### config.mk
export PLATFORM = sky130hd
export DESIGN_NAME = trace_capture_fifo
export DESIGN_NICKNAME = d
export VERILOG_FILES = /design/src/rtl/trace_capture_fifo.sv
export SDC_FILE = /design/constraint.sdc
export NUM_CORES = 2
export LEC_CHECK = 0
export CORE_ASPECT_RATIO = 0.6
export CORE_UTILIZATION = 45
export DETAILED_ROUTE_END_ITERATION = 6
export PLACE_DENSITY = 0.66
export SETUP_SLACK_MARGIN = 0.3
export SYNTH_ARGS = -nofsm -noshare
export SYNTH_HDL_FRONTEND = slang
export SYNTH_SLANG_ARGS = --single-unit
### constraint.sdc
create_clock -name clk -period 15.2 [get_ports clk]
set_clock_uncertainty 0.15 [all_clocks]
set_input_delay 4.56 -clock clk [delete_from_list [all_inputs] [get_ports clk]]
set_output_delay 4.56 -clock clk [all_outputs]
set_load 0.1 [all_outputs]
### src/rtl/trace_capture_fifo.sv
// Debug trace buffer: captures per-cycle core execution records once the PC hits a
// trigger address, and drains them through a show-ahead valid/ready read port.
package trace_capture_fifo_pkg;

    typedef struct packed {
        logic [31:0] pc;
        logic [31:0] instr;
        logic [31:0] wb_data;
        logic        mem_write;
        logic        reg_write;
    } trace_rec_t;

    typedef enum logic [1:0] {
        IDLE    = 2'd0,
        ARMED   = 2'd1,
        CAPTURE = 2'd2,
        FROZEN  = 2'd3
    } trace_state_t;

endpackage

module trace_capture_fifo
    import trace_capture_fifo_pkg::*;
#(
    parameter int unsigned DEPTH = 16,
    parameter int unsigned AW    = 4
) (
    input  logic          clk,
    input  logic          reset,
    input  logic          arm,
    input  logic [31:0]   trig_pc,
    input  logic          stop_on_full,
    input  logic [31:0]   pc_in,
    input  logic [31:0]   instr_in,
    input  logic [31:0]   wb_data_in,
    input  logic          reg_write_in,
    input  logic          mem_write_in,
    input  logic          rd_ready,
    output logic          rd_valid,
    output logic [31:0]   rd_pc,
    output logic [31:0]   rd_instr,
    output logic [31:0]   rd_wb_data,
    output logic [1:0]    rd_flags,
    output logic [AW:0]   count,
    output logic [15:0]   drop_cnt,
    output logic [1:0]    state_out
);

    localparam int unsigned   CW         = AW + 1;
    localparam logic [CW-1:0] FULL_COUNT = CW'(DEPTH);
    localparam logic [15:0]   DROP_MAX   = 16'hFFFF;

    trace_state_t  state, next_state;
    trace_rec_t    mem [DEPTH];
    trace_rec_t    wr_rec;
    trace_rec_t    head_next;
    trace_rec_t    head_q;
    logic [AW-1:0] wr_ptr, rd_ptr, rd_ptr_next;
    logic [CW-1:0] count_q, count_next;
    logic [15:0]   drop_q;
    logic          valid_q;
    logic          full, pop, push, flush, drop_inc;

    assign full = (count_q == FULL_COUNT);
    assign pop  = valid_q && rd_ready;

    // Next-state and write/flush/drop decisions
    always_comb begin
        next_state = state;
        push       = 1'b0;
        flush      = 1'b0;
        drop_inc   = 1'b0;
        case (state)
            IDLE, FROZEN: begin
                if (arm) begin
                    flush      = 1'b1;
                    next_state = ARMED;
                end
            end
            ARMED: begin
                if (pc_in == trig_pc) begin
                    push       = 1'b1;
                    next_state = CAPTURE;
                end
            end
            CAPTURE: begin
                if (!full || pop) begin
                    push = 1'b1;
                end else if (stop_on_full) begin
                    next_state = FROZEN;
                end else begin
                    drop_inc = 1'b1;
                end
            end
            default: next_state = IDLE;
        endcase
    end

    // Pointer/occupancy update and the head entry to present after this edge
    always_comb begin
        wr_rec      = {pc_in, instr_in, wb_data_in, mem_write_in, reg_write_in};
        rd_ptr_next = rd_ptr;
        count_next  = count_q;
        if (flush) begin
            rd_ptr_next = '0;
            count_next  = '0;
        end else begin
            if (pop) begin
                rd_ptr_next = rd_ptr + AW'(1);
            end
            count_next = count_q + CW'(push) - CW'(pop);
        end
        // A lone surviving entry that is being written now is not in mem yet
        head_next = (push && (count_next == CW'(1))) ? wr_rec : mem[rd_ptr_next];
    end

    always_ff @(posedge clk or negedge reset) begin
        if (!reset) begin
            state   <= IDLE;
            wr_ptr  <= '0;
            rd_ptr  <= '0;
            count_q <= '0;
            drop_q  <= '0;
            valid_q <= 1'b0;
            head_q  <= '0;
        end else begin
            state   <= next_state;
            rd_ptr  <= rd_ptr_next;
            count_q <= count_next;
            valid_q <= (count_next != '0);
            if (flush) begin
                wr_ptr <= '0;
            end else if (push) begin
                wr_ptr <= wr_ptr + AW'(1);
            end
            if (flush) begin
                drop_q <= '0;
            end else if (drop_inc && (drop_q != DROP_MAX)) begin
                drop_q <= drop_q + 16'd1;
            end
            // Outputs keep their last head when the buffer goes empty
            if (count_next != '0) begin
                head_q <= head_next;
            end
        end
    end

    // Record storage; contents are don't-care until written
    always_ff @(posedge clk) begin
        if (push) begin
            mem[wr_ptr] <= wr_rec;
        end
    end

    assign rd_valid   = valid_q;
    assign rd_pc      = head_q.pc;
    assign rd_instr   = head_q.instr;
    assign rd_wb_data = head_q.wb_data;
    assign rd_flags   = {head_q.mem_write, head_q.reg_write};
    assign count      = count_q;
    assign drop_cnt   = drop_q;
    assign state_out  = state;

endmodule
==> metrics.md <==
| Metric | Value |
|---|---|
| Status | finished with violations |
| Failing checks | DRC |
| Syn nets | 4,513 |
| Crit path DAT | 11.82 ns |
| Hold Crit Class | reg -> reg |
| Distinct cells, synth | 52 |
| Peak VDD IR | 0.000263 V |
| Die area | 0.150 mm² |
| Worst-Margin Slew | 1.20 ns |
| CTS tree | done |
| Pleak | 0.0257 µW |
| I/O pins | 257 |
| Initial Utilization | 0.454 |
| Final setup violation count | 0 |
| Layout area overhead | 14.3% |
| Slew headroom | 0.197 |
| Final Hold Viols | 0 |
| Fillers | 11,900 |
| # rows | 109 |
| GPL Wtd Cong | 0.776 |
| CTS Buf Count | 157 |
| Main synth FF type | edfxtp_1 |
| Skew-Pair Late Insertion Delay | 0.78 ns |
| Iteration-0 DRC Markers | 4,621 |
| Async set-reset flop share out of synthesis | 0.0766 |
| Final nets | 4,694 |
| Simple-gate area share of the yosys netlist | 0.0618 |
| Crit path cell chain | clkdlybuf4s50_1, xnor2_1, nand4_1, nor4_1, a41o_1, inv_1, ha_1, inv_1, ha_1, inv_1, fa_1, nand2b_1, a21oi_1, nor4_1, nor4_2, nor3b_2, buf_4, buf_4, a21oi_1, a21oi_1 |
| Largest net degree at the start of global routing | 177 |
| Adder-Cell Fraction of Synth Area | 0.00310 |
| Final Cycle Share | 0.742 |
| Sequential Area | 0.0503 mm² |
| DIE WIDTH | 500 µm |
| Post-CTS setup buffer count | 0 |
| Avg WL per Cell | 27.8 µm |
| Via-to-Cell Ratio | 6.01 |
| H-tree levels | 4 |
| Syn avg cell area | 15.3 µm² |
| Drt total wl | 186,000 µm |
| Clk sink count | 1,698 |
| Die height | 301 µm |
| Cell Area, Synth | 0.0669 mm² |
| CP Max Fanout | 57 |
| Multi-input gate area | 0.0151 mm² |
| Initial antenna violation count | 21 |
| GRT overflow | 0 |
| Antenna viol nets, final | 0 |
| Worst Path Required | 15.74 ns |
| Layout cell share with drive strength beyond 1 | 0.0710 |
| Synth Instances | 4,362 |
| Hpwl dp | 91,400 µm |
| Post-synth EDFFs | 1,568 |
| PortBufs | 256 |
| Via count | 40,100 |
| Cts hold-fix bufs | 0 |
| Post-synthesis sequential area ratio | 0.752 |
| CP peak stage delay | 0.99 ns |
| Fmax | 0.0887 GHz |
| Clock Path Buffers | 3 |
| Seq cells post-synth | 1,698 |
| Worst Setup Start Kind | primary input |
| Crit. End Element | register |
| Inst Count DP | 6,382 |
| Root Driver | clkbuf_16 |
| Tot GR Track Use | 0.244 |
| Core outline area | 0.147 mm² |
| First-pass GRT wire length | 269,000 µm |
| Largest family of logic cells by synthesized area | compound AO/OA/AOI/OAI gates |
| Resized cells post-CTS | 0 |
| CP Class | in -> reg |
| Post-synthesis mux area share | 0.0585 |
| Vias in the first global route | 38,300 |
| DRT Pass-1 Iters | 7 |
| Pwr/cell area | 204 mW/mm² |
| Yosys Warn Count | 0 |
| DRC | 2 |
| Slowest CP cell | buf_4 |
| RSZ-0062 raised after global routing | false |
| Synth Area in XOR/XNOR | 0.00681 |
| Max capacitance violation total | 0 |
| Tmin final | 11.28 ns |
| Pins Over Slew Limit | 0 |
| Clk pin slew, worst setup/hold paths | 0.06 ns |
| Total negative slack | 0 ns |
| Synth Area in Compound Gates | 0.0931 |
| Finished Layout Cells | 6,680 |
-- stage by stage --
step	area, µm²	util	hold slack (ns)	power [µW]	worst slack, ns
floorplan	66900	-	0.379	9890	2.15
global placement	71300	0.483	0.342	11600	3.47
detailed placement	71300	0.483	0.356	11700	3.28
CTS	76400	0.518	0.370	15600	4.10
global route	76400	0.519	0.402	16200	3.67
finish	76500	0.519	0.366	15600	3.92
-- cell families after synthesis --
kind of cell	after synthesis
AO/OA/AOI/OAI	904
XOR/XNOR	52
adder cells (fa/ha/maj)	16
buffers and inverters	328
flip-flops	1698
multiplexers	391
AND/OR/NAND/NOR	973
-- layout make-up --
class                           instances  share of cell area
Sequential cell                      1698               0.658
Multi-Input combinational cell       2336               0.198
Clock buffer                          219              0.0572
Timing Repair Buffer                  328              0.0417
Tap cell                             1998              0.0327
Clock inverter                         70              0.0105
Inverter                               22             0.00144
Antenna cell                            9            0.000295
-- where the power goes --
part	internal, µW	total [µW]	leakage, µW	switching, µW
Clock	2260	3970	0.00252	1720
Combinational	1860	6150	0.00752	4280
Sequential	5280	5470	0.0156	185
-- layout by cell type (no fill, tap or decap), types with 6 or more instances in the layout --
cell type / n
a21o_1: 31
a21oi_1: 431
a221oi_1: 194
a32oi_1: 198
buf_12: 7
buf_4: 66
bufinv_16: 14
clkbuf_1: 43
clkbuf_16: 159
clkbuf_8: 18
clkdlybuf4s50_1: 254
clkinv_1: 21
clkinv_2: 20
clkinv_8: 7
dfrtp_1: 130
diode_2: 9
edfxtp_1: 1568
ha_1: 15
inv_1: 17
inv_6: 6
mux2i_1: 391
nand2_1: 615
nand3_1: 10
nand4_1: 15
nor2_1: 91
nor2_4: 12
nor3_1: 132
nor4_1: 6
o22a_1: 31
or3_1: 66
xnor2_1: 41
xor2_1: 11
-- sequential cells by signal, indices dropped and copies added (netlist names), 4 cells and up --
signal,count
count,5
drop_cnt,16
mem,1568
rd_instr,32
rd_pc,32
rd_ptr,4
rd_wb_data,32
wr_ptr,4
-- cells in the mapped netlist, drive strengths merged (41+ instances only) --
library cell | n | area share
mux2i | 391 | 0.058
a21oi | 433 | 0.032
clkbuf | 158 | 0.0089
dfrtp | 130 | 0.049
nand2 | 616 | 0.035
xnor2 | 41 | 0.0054
edfxtp | 1568 | 0.70
or3 | 66 | 0.0062
nor3 | 138 | 0.010
buf | 148 | 0.014
nor2 | 103 | 0.0058
a32oi | 198 | 0.026
a221oi | 194 | 0.025
-- path summary, 6_finish.rpt --
path,startpoint,end,slack [ns],cells past startpoint
worst max-delay path,pc_in[25],rd_pc[18],3.92,20
worst min-delay path,rd_instr[11],rd_instr[11],0.37,1
worst max register to register,count[2],rd_pc[18],9.08,21
worst min register to register,rd_instr[11],rd_instr[11],0.37,1
max in group asynchronous,reset,count[3],9.87,2
min in group asynchronous,reset,drop_cnt[5],3.59,1
-- metal layers --
layer  routed length, µm  GRT usage  vias up
met2               83900      0.371     1983
met3               17100     0.0448      263
met5                 100          0        -
li1                    -          -    17400
met4                4360     0.0737       16
met1               80300      0.359    20500
-- worst max-delay path: cells and delay by family --
kind,cells,cell delay [ns]
AND/OR/NAND/NOR,6,1.82
buffers and inverters,6,2.65
XOR/XNOR,1,0.80
AO/OA/AOI/OAI,4,1.04
adder cells (fa/ha/maj),3,0.87
No activity file was read; power rests on OpenSTA's default activity.
